$ cat src/rtl/vga_timing_gen.sv
// Parametrised VGA raster timing generator with look-ahead pixel requests and registered, aligned sync/DE/RGB.
// Optional colour-bar test pattern enabled by defining VGA_TEST_PATTERN_EN (adds input tp_en).
module vga_timing_gen #(
  parameter int   H_SYNC      = 128,
  parameter int   H_BP        = 88,
  parameter int   H_ACTIVE    = 800,
  parameter int   H_FP        = 40,
  parameter int   V_SYNC      = 4,
  parameter int   V_BP        = 23,
  parameter int   V_ACTIVE    = 600,
  parameter int   V_FP        = 1,
  parameter logic HS_POL      = 1'b0,
  parameter logic VS_POL      = 1'b0,
  parameter int   RGB_W       = 24,
  parameter int   PIX_LATENCY = 1,
  parameter int   CNT_W       = 11
) (
  input  logic             clk_40mhz,
  input  logic             rst,
  input  logic [RGB_W-1:0] pix_data,
`ifdef VGA_TEST_PATTERN_EN
  input  logic             tp_en,
`endif
  output logic             req_valid,
  output logic [CNT_W-1:0] req_x,
  output logic [CNT_W-1:0] req_y,
  output logic             vga_hs,
  output logic             vga_vs,
  output logic             vga_de,
  output logic [RGB_W-1:0] vga_rgb,
  output logic             frame_start,
  output logic             line_start,
  output logic             vblank,
  output logic [15:0]      frame_cnt
);

  localparam int H_TOTAL = H_SYNC + H_BP + H_ACTIVE + H_FP;
  localparam int V_TOTAL = V_SYNC + V_BP + V_ACTIVE + V_FP;
  localparam int STAGES  = PIX_LATENCY + 1;

  localparam logic [CNT_W-1:0] H_LAST   = CNT_W'(H_TOTAL - 1);
  localparam logic [CNT_W-1:0] V_LAST   = CNT_W'(V_TOTAL - 1);
  localparam logic [CNT_W-1:0] H_SYNC_E = CNT_W'(H_SYNC);
  localparam logic [CNT_W-1:0] V_SYNC_E = CNT_W'(V_SYNC);
  localparam logic [CNT_W-1:0] H_ACT_S  = CNT_W'(H_SYNC + H_BP);
  localparam logic [CNT_W-1:0] H_ACT_E  = CNT_W'(H_SYNC + H_BP + H_ACTIVE);
  localparam logic [CNT_W-1:0] V_ACT_S  = CNT_W'(V_SYNC + V_BP);
  localparam logic [CNT_W-1:0] V_ACT_E  = CNT_W'(V_SYNC + V_BP + V_ACTIVE);

  logic [CNT_W-1:0] h_cnt, v_cnt;
  logic [15:0]      frame_q;

  always_ff @(posedge clk_40mhz) begin
    if (rst) begin
      h_cnt   <= '0;
      v_cnt   <= '0;
      frame_q <= '0;
    end else if (h_cnt == H_LAST) begin
      h_cnt <= '0;
      if (v_cnt == V_LAST) begin
        v_cnt   <= '0;
        frame_q <= frame_q + 16'd1;
      end else begin
        v_cnt <= v_cnt + CNT_W'(1);
      end
    end else begin
      h_cnt <= h_cnt + CNT_W'(1);
    end
  end

  // Request stage: combinational view of the current counter position.
  logic h_act, v_act, hs_d, vs_d;

  always_comb begin
    h_act       = (h_cnt >= H_ACT_S) && (h_cnt < H_ACT_E);
    v_act       = (v_cnt >= V_ACT_S) && (v_cnt < V_ACT_E);
    req_valid   = h_act && v_act;
    req_x       = req_valid ? (h_cnt - H_ACT_S) : '0;
    req_y       = req_valid ? (v_cnt - V_ACT_S) : '0;
    frame_start = (h_cnt == '0) && (v_cnt == '0);
    line_start  = (h_cnt == '0);
    vblank      = !v_act;
    hs_d        = (h_cnt < H_SYNC_E) ? HS_POL : ~HS_POL;
    vs_d        = (v_cnt < V_SYNC_E) ? VS_POL : ~VS_POL;
  end

  // Index 0 of de_all is the live request; index PIX_LATENCY lines up with pix_data.
  logic [STAGES:1] hs_q, vs_q, de_q;
  logic [STAGES:0] de_all;
  logic [RGB_W-1:0] rgb_q, pix_sel;

  assign de_all = {de_q, req_valid};

`ifdef VGA_TEST_PATTERN_EN
  localparam int COMP_W = RGB_W / 3;
  localparam logic [CNT_W-1:0] BAR_W = CNT_W'((H_ACTIVE / 8 > 0) ? H_ACTIVE / 8 : 1);

  logic [CNT_W-1:0] bar_quot;
  logic [2:0]       bar_d, bar_tap;

  // Bar order white..black maps to R=~idx[1], G=~idx[2], B=~idx[0].
  function automatic logic [RGB_W-1:0] bar_rgb(input logic [2:0] idx);
    logic [RGB_W-1:0] c;
    c = '0;
    for (int i = 0; i < COMP_W; i++) begin
      c[2*COMP_W+i] = ~idx[1];
      c[COMP_W+i]   = ~idx[2];
      c[i]          = ~idx[0];
    end
    return c;
  endfunction

  assign bar_quot = req_x / BAR_W;
  assign bar_d    = (bar_quot > CNT_W'(7)) ? 3'd7 : bar_quot[2:0];

  if (PIX_LATENCY == 0) begin : g_bar0
    assign bar_tap = bar_d;
  end else begin : g_barn
    logic [PIX_LATENCY:1][2:0] bar_q;
    always_ff @(posedge clk_40mhz) begin
      if (rst) begin
        bar_q <= '0;
      end else begin
        bar_q[1] <= bar_d;
        for (int i = 2; i <= PIX_LATENCY; i++) bar_q[i] <= bar_q[i-1];
      end
    end
    assign bar_tap = bar_q[PIX_LATENCY];
  end

  assign pix_sel = tp_en ? bar_rgb(bar_tap) : pix_data;
`else
  assign pix_sel = pix_data;
`endif

  always_ff @(posedge clk_40mhz) begin
    if (rst) begin
      hs_q  <= {STAGES{~HS_POL}};
      vs_q  <= {STAGES{~VS_POL}};
      de_q  <= '0;
      rgb_q <= '0;
    end else begin
      hs_q[1] <= hs_d;
      vs_q[1] <= vs_d;
      de_q[1] <= req_valid;
      for (int i = 2; i <= STAGES; i++) begin
        hs_q[i] <= hs_q[i-1];
        vs_q[i] <= vs_q[i-1];
        de_q[i] <= de_q[i-1];
      end
      rgb_q <= de_all[PIX_LATENCY] ? pix_sel : '0;
    end
  end

  assign vga_hs    = hs_q[STAGES];
  assign vga_vs    = vs_q[STAGES];
  assign vga_de    = de_q[STAGES];
  assign vga_rgb   = rgb_q;
  assign frame_cnt = frame_q;

endmodule

$ cat config.mk
export PLATFORM = sky130hd
export DESIGN_NAME = vga_timing_gen
export DESIGN_NICKNAME = d
export VERILOG_FILES = /design/src/rtl/vga_timing_gen.sv
export SDC_FILE = /design/constraint.sdc
export NUM_CORES = 1
export LEC_CHECK = 0
export ABC_AREA = 0
export CAP_MARGIN = 20
export CORE_MARGIN = 2
export CORE_UTILIZATION = 65
export CTS_BUF_LIST = sky130_fd_sc_hd__clkbuf_4
export CTS_CLUSTER_DIAMETER = 40
export DETAILED_ROUTE_END_ITERATION = 8
export DONT_BUFFER_PORTS = 1
export PLACE_DENSITY = 0.78
export SLEW_MARGIN = 20
export SYNTH_ARGS = -nofsm -noshare
export SYNTH_HDL_FRONTEND = slang
export SYNTH_SLANG_ARGS = --single-unit
export TNS_END_PERCENT = 100
$ cat constraint.sdc
create_clock -name clk_40mhz -period 2.3 [get_ports clk_40mhz]
set_input_delay 0.46 -clock clk_40mhz [delete_from_list [all_inputs] [get_ports clk_40mhz]]
set_output_delay 0.46 -clock clk_40mhz [all_outputs]
set_load 0.02 [all_outputs]
==> results.yml <==
run_status:
  status: "complete, but fails checks"
  violations: "setup timing"
drt:
  wl_per_cell_um: 17.3
  drt_iter0_markers: 186
  dr.pass1.iters: 4
  via_per_inst: 6.24
  drc: 0
  vias: 3006
  drt.antenna.violating_nets: 0
  drt_wl_total_mm: 8.36
place:
  hpwl_mm: 5.11
  place_congestion: 0.853
  place_ws_ns: -0.0297
  numPortBuffers: 0
  place_inst: 459
global_route:
  antenna_found_initial: 0
  grt_max_degree: 31
  globalRoute.totalOverflow: 0
  grt_usage: 0.296
  grt_pass1_wl_mm: 12.5
  grt_pass1_vias: 2619
die:
  core_area_sq_um: 4750
  initial_core_util: 0.677
  die_h_um: 74.4
  dieWidth_um: 74.4
  io_pins: 95
  rows: 25
  die_area_sq_um: 5530
power:
  powerDensity_nw_per_um2: 525
  comb_power_share: 0.033
  switching_share: 0.253
  seq_power_share: 0.568
  p_leak_uw: 0.00147
  power.switching_uw: 530
  vdd_ir_drop_max_v: 0.000343
  intPower_uw: 1570
  power_frac_clock: 0.398
sta:
  tightest_slew_ns: 0.446
  drv_slew: 0
  timing.setup.tns_ns: -5.59
  fin_worst_skew_ns: 0.0131
  slew_headroom: 0.703
  hold_viol: 0
  setup_slack_ns: -0.309
  post-route-period-util: 1.13
  finalSetupViolCount: 25
  max_freq_mhz: 383
  fin_crit_ns: 2.61
  rsz0062_at_grt: "yes"
finish:
  fin_nets: 442
  final_cell_mix: "dfxtp_1 (60), buf_4 (52), and2_1 (26), nor2_1 (24), a21oi_1 (24)"
  syn2layout_area_growth_pct: 24.3
  drive_above_1_share: 0.292
  layout_commonest_cell: "dfxtp_1"
  final_cells: 482
  fill_cells: 280
  diodes: 0
cts:
  insertion_delay_ns: 0.42
  tritoncts: "built"
  hold_buffers: 0
  cts.sink_count: 68
  cts_made_buffers: 9
  root_buffer: "clkbuf_4"
  ctsLongestPathBuffers: 2
  h-tree-depth: 3
  path_clk_slew_ns: 0.12
critical_path:
  arrival_ns: 2.15
  rr_startpoint: "h_cnt[0]"
  cp-end-kind: "output pin"
  r2r_slack_ns: 0.11
  worst_ep_required_time_ns: 1.84
  cp-start-kind: "flop"
  r2r_cells: 7
  critPathKind: "flop to output pin"
  path_max_fanout: 21
  r2r_end: "v_cnt[10]"
logic_synthesis:
  yosysWarnings: 0
  synth_nets: 405
  synth-seq-cells: 68
  ys_seq_area_frac: 0.423
  syn_inst: 373
  synth.avg_cell_area_sq_um: 8.62
  yosys.area.top_type_share: 0.423
  synthDistinctLibCells: 45
  ys_top_cells_by_area: "dfxtp_1 (42%), and2_1 (5.1%), a21oi_1 (3.9%), o31ai_1 (3.7%), or4_1 (3.7%)"
  syn_area_sq_um: 3220
  synth_area_leader_cell: "dfxtp_1"
flow_run:
  drv_cap: 0
min_path:
  holdPathStages: 1
  hp-start: "rst"
  hp-class: "primary input to flop"
  whs_endpoint: "frame_cnt[14]"
==> synth_stat cells (all sizes together) <==
master and count:
or3 6, nand4 13, inv 16, xor2 10, or4b 1, dfxtp 68
nor4 5, mux2i 1, a211o 1, nand4b 1, xnor2 10, or2 4
o32ai 1, o21bai 2, and2 26, mux2 3, o2111ai 1, nand3 14
or3b 1, nor2 25, o21ai 10, nand2 12, buf 14, o31ai 16
and4 5, o211a 1, or4 16, a2111oi 1, a211oi 2, clkbuf 18
and3 3, nor4b 1, nor3 25, a21oi 25, nor2b 5, o211ai 1
ha 6, a21o 1, nand2b 2
==> logic make-up after synthesis <==
kind of cell	after synthesis	synth area share
xor gates and xnor gates	20	0.0545
DFF	68	0.423
and+or+nand+nor	165	0.301
AOI/OAI and AO/OA	62	0.120
buffers and inverters	48	0.0642
adders and majority gates	6	0.0233
muxes	4	0.0136
==> registers in the layout, summed over array words and instances (netlist names) <==
signal	cells
vga_rgb	24
de_q	2
h_cnt	11
vs_q	2
hs_q	2
frame_cnt	16
v_cnt	11
==> final cells by class <==
| type | instances | area (sq um) | share of cell area |
|---|---|---|---|
| sequential | 68 | 1380 | 0.344 |
| tap | 67 | 83.8 | 0.0210 |
| timing repair buffer | 58 | 484 | 0.121 |
| inverter | 16 | 60.1 | 0.0150 |
| clock buffer | 9 | 67.6 | 0.0169 |
| multi-input combinational | 257 | 1840 | 0.461 |
| clock inverter | 7 | 83.8 | 0.0210 |
==> power by group through the flow <==
stage | registers [uW] | clock network, uW | logic [uW]
CTS | 1190 | 846 | 68.1
finish | 1190 | 835 | 70.1
floorplan | 1220 | 0 | 39.9
detailed placement | 1220 | 0 | 45.9
global route | 1190 | 900 | 74.3
global placement | 1220 | 0 | 44.4
==> how the worst max path moves through the flow <==
stage,start,endpoint,slack (ns)
final,v_cnt[1],req_x[10],-0.31
after global routing,v_cnt[0],req_y[3],-0.39
after CTS,v_cnt[1],req_y[10],-0.32
after detailed placement,v_cnt[0],req_y[3],-0.03
after global placement,v_cnt[1],req_y[10],0.07
after floorplan,h_cnt[3],req_y[10],-0.13
==> worst max-delay path, cell delays in order, from the launching register on <==
cell      delay, ns
dfxtp_4        0.39
a211oi_4       0.29
o21ai_1        0.12
a211o_1        0.32
buf_12         0.18
nor4b_2        0.25
buf_4          0.18
==> metal layers <==
| layer | global-route usage | wire (um) |
|---|---|---|
| met4 | 0.121 | 267 |
| met3 | 0.104 | 891 |
| met1 | 0.370 | 3310 |
| met2 | 0.469 | 3890 |
| met5 | 0 | 0 |
==> metrics by stage <==
stage | utilization | area, sq um | hold WS, ns | power (uW)
6_report | 0.841 | 4000 | 0.0946 | 2100
4_1_cts | 0.826 | 3930 | 0.0706 | 2110
3_5_place_dp | 0.759 | 3610 | 0.395 | 1270
3_3_place_gp | 0.759 | 3610 | 0.395 | 1270
2_1_floorplan | - | 3250 | 0.389 | 1260
5_1_grt | 0.841 | 4000 | 0.0531 | 2170
==> timing repair <==
action	4_1_cts	5_1_grt
setup endpoints to repair	26	31
gates resized for setup	31	13
cloned	0	0
endpoints found under the hold margin	0	0
pin swaps	5	4
setup buffers	6	1
Note: power is estimated with default switching activity, not from simulation.
